`config.mk`:
```
export PLATFORM = sky130hd
export DESIGN_NAME = fc_act_loader_flat
export DESIGN_NICKNAME = d
export VERILOG_FILES = /design/src/rtl/fc_pkg.sv /design/src/rtl/fc_act_loader_if.sv /design/src/rtl/fc_act_bank.sv /design/src/rtl/fc_act_loader.sv /design/src/flat_wrapper.sv
export SDC_FILE = /design/constraint.sdc
export NUM_CORES = 2
export LEC_CHECK = 0
export CORE_ASPECT_RATIO = 0.5
export CORE_UTILIZATION = 55
export DETAILED_ROUTE_END_ITERATION = 10
export PLACE_DENSITY_LB_ADDON = 0.25
export SKIP_CTS_REPAIR_TIMING = 1
export SLEW_MARGIN = 20
export SYNTH_ARGS = -nofsm -noshare
export SYNTH_HDL_FRONTEND = slang
export SYNTH_HIERARCHICAL = 1
export SYNTH_SLANG_ARGS = --single-unit
```
`constraint.sdc`:
```
create_clock -name clk -period 2.2 [get_ports clk]
set_input_delay 0.44 -clock clk [delete_from_list [all_inputs] [get_ports clk]]
set_output_delay 0.44 -clock clk [all_outputs]
set_load 0.005 [all_outputs]
```
`src/rtl/fc_pkg.sv`:
```
// Shared sizing and types for the FC layer front end.
package fc_pkg;

   localparam int FC_IN    = 128;
   localparam int FC_WIDTH = 8;

   typedef logic [FC_WIDTH-1:0] act_t;

   // Index width for an n-entry vector; never narrower than one bit.
   function automatic int cnt_width(input int n);
      return (n > 1) ? $clog2(n) : 1;
   endfunction

endpackage

```
`src/rtl/fc_act_loader_if.sv`:
```
// Activation stream in, packed activation vector out, for the FC layer loader.
interface fc_act_loader_if
   import fc_pkg::*;
#(
   parameter int WIDTH = $bits(act_t),
   parameter int IN    = FC_IN
);

   logic             s_valid;
   logic             s_ready;
   logic [WIDTH-1:0] s_data;
   logic             s_last;
   logic [WIDTH-1:0] x [0:IN-1];
   logic             x_valid;
   logic             x_ready;
   logic             err_len;

   modport slave (
      input  s_valid,
      input  s_data,
      input  s_last,
      input  x_ready,
      output s_ready,
      output x,
      output x_valid,
      output err_len
   );

   modport master (
      output s_valid,
      output s_data,
      output s_last,
      output x_ready,
      input  s_ready,
      input  x,
      input  x_valid,
      input  err_len
   );

endinterface

```
`src/rtl/fc_act_bank.sv`:
```
// One IN x WIDTH activation register bank with single-entry write and whole-bank clear.
module fc_act_bank
   import fc_pkg::*;
#(
   parameter  int WIDTH = $bits(act_t),
   parameter  int IN    = FC_IN,
   localparam int CW    = cnt_width(IN)
) (
   input  logic             clk,
   input  logic             rst,
   input  logic             wr_en,
   input  logic [CW-1:0]    wr_idx,
   input  logic [WIDTH-1:0] wr_data,
   input  logic             clr,
   output logic [WIDTH-1:0] q [0:IN-1]
);

   // Clear is a parallel zeroing of the whole bank so short frames leave zeros behind.
   always_ff @(posedge clk) begin
      if (rst || clr) begin
         for (int i = 0; i < IN; i++) begin
            q[i] <= '0;
         end
      end else if (wr_en) begin
         q[wr_idx] <= wr_data;
      end
   end

endmodule

```
`src/rtl/fc_act_loader.sv`:
```
// Ping-pong loader: packs streamed activations into a vector held stable for the FC layer.
module fc_act_loader
   import fc_pkg::*;
#(
   parameter int WIDTH = $bits(act_t),
   parameter int IN    = FC_IN
) (
   input  logic             clk,
   input  logic             rst,
   fc_act_loader_if.slave   bus
);

   localparam int            CW       = cnt_width(IN);
   localparam logic [CW-1:0] LAST_IDX = CW'(IN - 1);

   logic [CW-1:0]    cnt;
   logic             wr_bank;
   logic             rd_bank;
   logic [1:0]       full;
   logic [1:0]       full_next;
   logic             err_q;

   logic             accept;
   logic             at_end;
   logic             close;
   logic             rel;

   logic [WIDTH-1:0] q0 [0:IN-1];
   logic [WIDTH-1:0] q1 [0:IN-1];

   assign bus.s_ready = !full[wr_bank];
   assign bus.x_valid = full[rd_bank];
   assign bus.err_len = err_q;

   assign accept = bus.s_valid && bus.s_ready;
   assign at_end = (cnt == LAST_IDX);
   assign close  = accept && (bus.s_last || at_end);
   assign rel    = full[rd_bank] && bus.x_ready;

   // Close and release always target different banks, since a full bank refuses writes.
   always_comb begin
      full_next = full;
      if (close) begin
         full_next[wr_bank] = 1'b1;
      end
      if (rel) begin
         full_next[rd_bank] = 1'b0;
      end
   end

   // A length error is a close where s_last and the end-of-vector index disagree.
   always_ff @(posedge clk) begin
      if (rst) begin
         cnt     <= '0;
         wr_bank <= 1'b0;
         rd_bank <= 1'b0;
         full    <= 2'b00;
         err_q   <= 1'b0;
      end else begin
         full  <= full_next;
         err_q <= accept && (bus.s_last != at_end);
         if (accept) begin
            cnt <= close ? '0 : cnt + 1'b1;
         end
         if (close) begin
            wr_bank <= !wr_bank;
         end
         if (rel) begin
            rd_bank <= !rd_bank;
         end
      end
   end

   fc_act_bank #(
      .WIDTH (WIDTH),
      .IN    (IN)
   ) u_bank0 (
      .clk     (clk),
      .rst     (rst),
      .wr_en   (accept && !wr_bank),
      .wr_idx  (cnt),
      .wr_data (bus.s_data),
      .clr     (rel && !rd_bank),
      .q       (q0)
   );

   fc_act_bank #(
      .WIDTH (WIDTH),
      .IN    (IN)
   ) u_bank1 (
      .clk     (clk),
      .rst     (rst),
      .wr_en   (accept && wr_bank),
      .wr_idx  (cnt),
      .wr_data (bus.s_data),
      .clr     (rel && rd_bank),
      .q       (q1)
   );

   always_comb begin
      for (int i = 0; i < IN; i++) begin
         bus.x[i] = rd_bank ? q1[i] : q0[i];
      end
   end

endmodule

```
`src/flat_wrapper.sv`:
```
// flat-port wrapper written by rule: the top's interface ports become plain ports
module fc_act_loader_flat import fc_pkg::*;
#(
   parameter int WIDTH = $bits(act_t),
   parameter int IN    = FC_IN
)
  (clk, rst, bus_s_valid, bus_s_data, bus_s_last, bus_x_ready, bus_s_ready, bus_x, bus_x_valid, bus_err_len);
  fc_act_loader_if #(.WIDTH(WIDTH), .IN(IN)) bus_i ();
  input  logic clk;
  input  logic rst;
  input wire logic [$bits(bus_i.s_valid)-1:0] bus_s_valid;
  input wire logic [$bits(bus_i.s_data)-1:0] bus_s_data;
  input wire logic [$bits(bus_i.s_last)-1:0] bus_s_last;
  input wire logic [$bits(bus_i.x_ready)-1:0] bus_x_ready;
  output wire logic [$bits(bus_i.s_ready)-1:0] bus_s_ready;
  output wire logic [$bits(bus_i.x)-1:0] bus_x;
  output wire logic [$bits(bus_i.x_valid)-1:0] bus_x_valid;
  output wire logic [$bits(bus_i.err_len)-1:0] bus_err_len;
  assign bus_i.s_valid = bus_s_valid;
  assign bus_i.s_data = bus_s_data;
  assign bus_i.s_last = bus_s_last;
  assign bus_i.x_ready = bus_x_ready;
  assign bus_s_ready = bus_i.s_ready;
  assign bus_x = {>>{bus_i.x}};
  assign bus_x_valid = bus_i.x_valid;
  assign bus_err_len = bus_i.err_len;
  fc_act_loader #(.WIDTH(WIDTH), .IN(IN)) u_core (.clk(clk), .rst(rst), .bus(bus_i));
endmodule
```
==> run metrics <==
run status complete, but fails checks; failing checks design-rule violations, negative setup slack; cell count after synthesis 8225; final slew viol count 0; post-DP HPWL 214000 µm; CTS root buffer clkbuf_16; multiplexer share of the synthesized area 35.8%; Worst Path Required 1.76 ns; num rows 104; Top Ports 1040; PnR Total Power 0.0752 W; CP startpoint kind register; synth warn 6; pwr dens 655 nW/µm²; Iteration-0 DRC Markers 5923; Die H 287 µm; via/cell ratio 5.74; async set or reset register ratio after synthesis 0%; global-route wire length before repair 442000 µm; sequential fraction of the synthesis area 46.0%; number of buffers created by CTS 186; crit end category output pin; Critical Path AT 2.69 ns; GP Congestion 0.883; Starting Density 55.5%; setup ws final -0.929 ns; core area 161000 µm²; CP Max Fanout 10; Pre-Repair DR Iteration Count 11; clock sinks 2060; compound-gate portion of the synthesized area 0.116%; Setup CP Type reg -> out; worst-margin pin slew 0.745 ns; xor and xnor area share after synthesis 0%; Nets 9462; wirelength, routed 310000 µm; DR vias 67.5k; dpl ws -0.577 ns; H-tree depth 4; drc violations 135; Worst Hold Slack 0.456 ns; layout cells sized above 1 23.9%; largest cells by area after synthesis dfxtp_1 (46%), mux2i_1 (23%), mux2_2 (13%); GR Util All Layers 35.9%; Die Area 165000 µm²; CTS tree built; worst skew pair latency 0.82 ns; #FFs+latches synth 2060; share of the synthesized area in the top cell type 46.0%; unrepaired setup endpoints after global routing yes; Area growth syn-to-layout 28.2%; area share of fa/ha/maj cells after synthesis 0.0279%; input/output buffers 1039; Synth Net Count 8240; Post-Place Cells 11.4k; vias in the first global route 68.0k; fmax 320 MHz; Mean Syn Cell Area 10.9 µm²; Final setup viols 1757; Worst VDD drop 603 µV; Main synth FF type dfxtp_1; Lkg Pwr 57.8 nW; Hold Crit Class reg -> reg; largest net degree at the start of global routing 98; Max-slew headroom 50.3%; min cycle time layout 3.13 ns; Worst Skew 0.0276 ns; Finished Core Util 71.2%; Post-synth EDFFs 0; Final ANT Viol Nets 0; Finished Layout Cells 11.8k; period utilization 142%; simple-gate area share of the yosys netlist 14.2%; antenna violations before repair 12; Clock transition at path regs 0.07 ns; GR Overflow Total 0; Synth cell types 42; cell type with the largest total area after synthesis dfxtp_1; Max-Cap Viols 0; largest family of logic cells by synthesized area multiplexers; WL/cell 26.4 µm; Mapped Area 89600 µm²; Longest Clk Path Bufs 4; Die X-Extent 573 µm; final hold violations 0
## layer usage
| layer | GRT usage (%) | vias up | wire length, µm |
|---|---|---|---|
| li1 | - | 30376 | - |
| met1 | 45.8 | 33694 | 126000 |
| met2 | 56.3 | 2622 | 140000 |
| met3 | 5.18 | 844 | 19800 |
| met4 | 25.1 | 4 | 23500 |
| met5 | 0 | - | 31 |
## worst max-delay path, cell delays in order, from the launching register on
cell,delay [ns]
dfxtp_4,0.38
buf_12,0.13
buf_16,0.17
clkbuf_16,0.20
buf_4,0.13
mux2_2,0.38
clkdlybuf4s50_1,0.46
## worst paths after layout
check,slack [ns],start,endpoint,cells after the start
setup / recovery,-0.93,u_core/rd_bank,bus_x[339],6
hold reg to reg,0.46,u_core/u_bank1/q[458],u_core/u_bank1/q[458],2
hold / removal,0.46,u_core/u_bank1/q[458],u_core/u_bank1/q[458],2
setup reg to reg,-0.20,u_core/rd_bank,u_core/u_bank1/q[408],10
## registers in the layout (all words and copies together), names as in the netlist
register	cells
u_core/wr_bank	1
u_core/u_bank0/q	1024
u_core/rd_bank	1
u_core/cnt	7
u_core/u_bank1/q	1024
u_core/bus.err_len	1
u_core/full	2
## through the flow
step | setup TNS, ns | cell area (µm²)
final | -884.66 | 115000
after global routing | -997.65 | 115000
after CTS | -892.08 | 114000
after detailed placement | -856.41 | 108000
after global placement | -795.04 | 108000
after floorplan | 0 | 89600
## cells by family after synthesis
kind of cell	count (synthesis)
AND/OR/NAND/NOR	2413
buffers and inverters	656
multiplexers	3075
flip-flops	2060
adder cells (fa/ha/maj)	2
AO/OA/AOI/OAI	19
## synth_stat cells, types with 10 or more instances
library cell,n
buf_4,28
buf_2,124
buf_1,19
nand2_2,50
buf_12,32
nand2_8,160
nor2b_1,11
nand3_2,20
and4bb_2,16
dfxtp_1,2060
nor4b_4,10
nand2_4,16
mux2i_1,2049
buf_6,20
clkbuf_1,427
mux2_2,1025
nand2_1,2067
and4b_1,14
## layout make-up
class | instances | area, µm²
multi-input cells | 5509 | 45200
inverters | 6 | 22.5
clock buffers | 276 | 5390
clock inverters | 48 | 568
diodes | 8 | 20.0
repair buffers | 1684 | 19600
fillers | 11384 | 46400
flip-flops and latches | 2060 | 41300
well taps | 2173 | 2720
## power breakdown
| group | switching [W] | internal, W |
|---|---|---|
| clock network | 0.0147 | 0.0181 |
| logic | 0.00319 | 0.00183 |
| registers | 0.0000214 | 0.0373 |
| total | 0.0179 | 0.0573 |
## cells in the final DEF (no fill, tap or decap), drive strengths merged, types with 4 or more instances in the layout
cell           count
a21oi              8
diode              8
dfxtp           2060
nor3               4
nor2b             11
bufinv            10
nand4             12
and4b             14
clkinv            30
dlymetal6s2s     100
nand2           2293
and4               6
clkdlybuf4s50    906
nor4b             11
mux2i           2049
or3                4
and4bb            18
nand3             22
inv               12
mux2            1026
nor2              11
o21ai              7
clkbuf           324
buf              630
(Power assumes the default switching activity.)
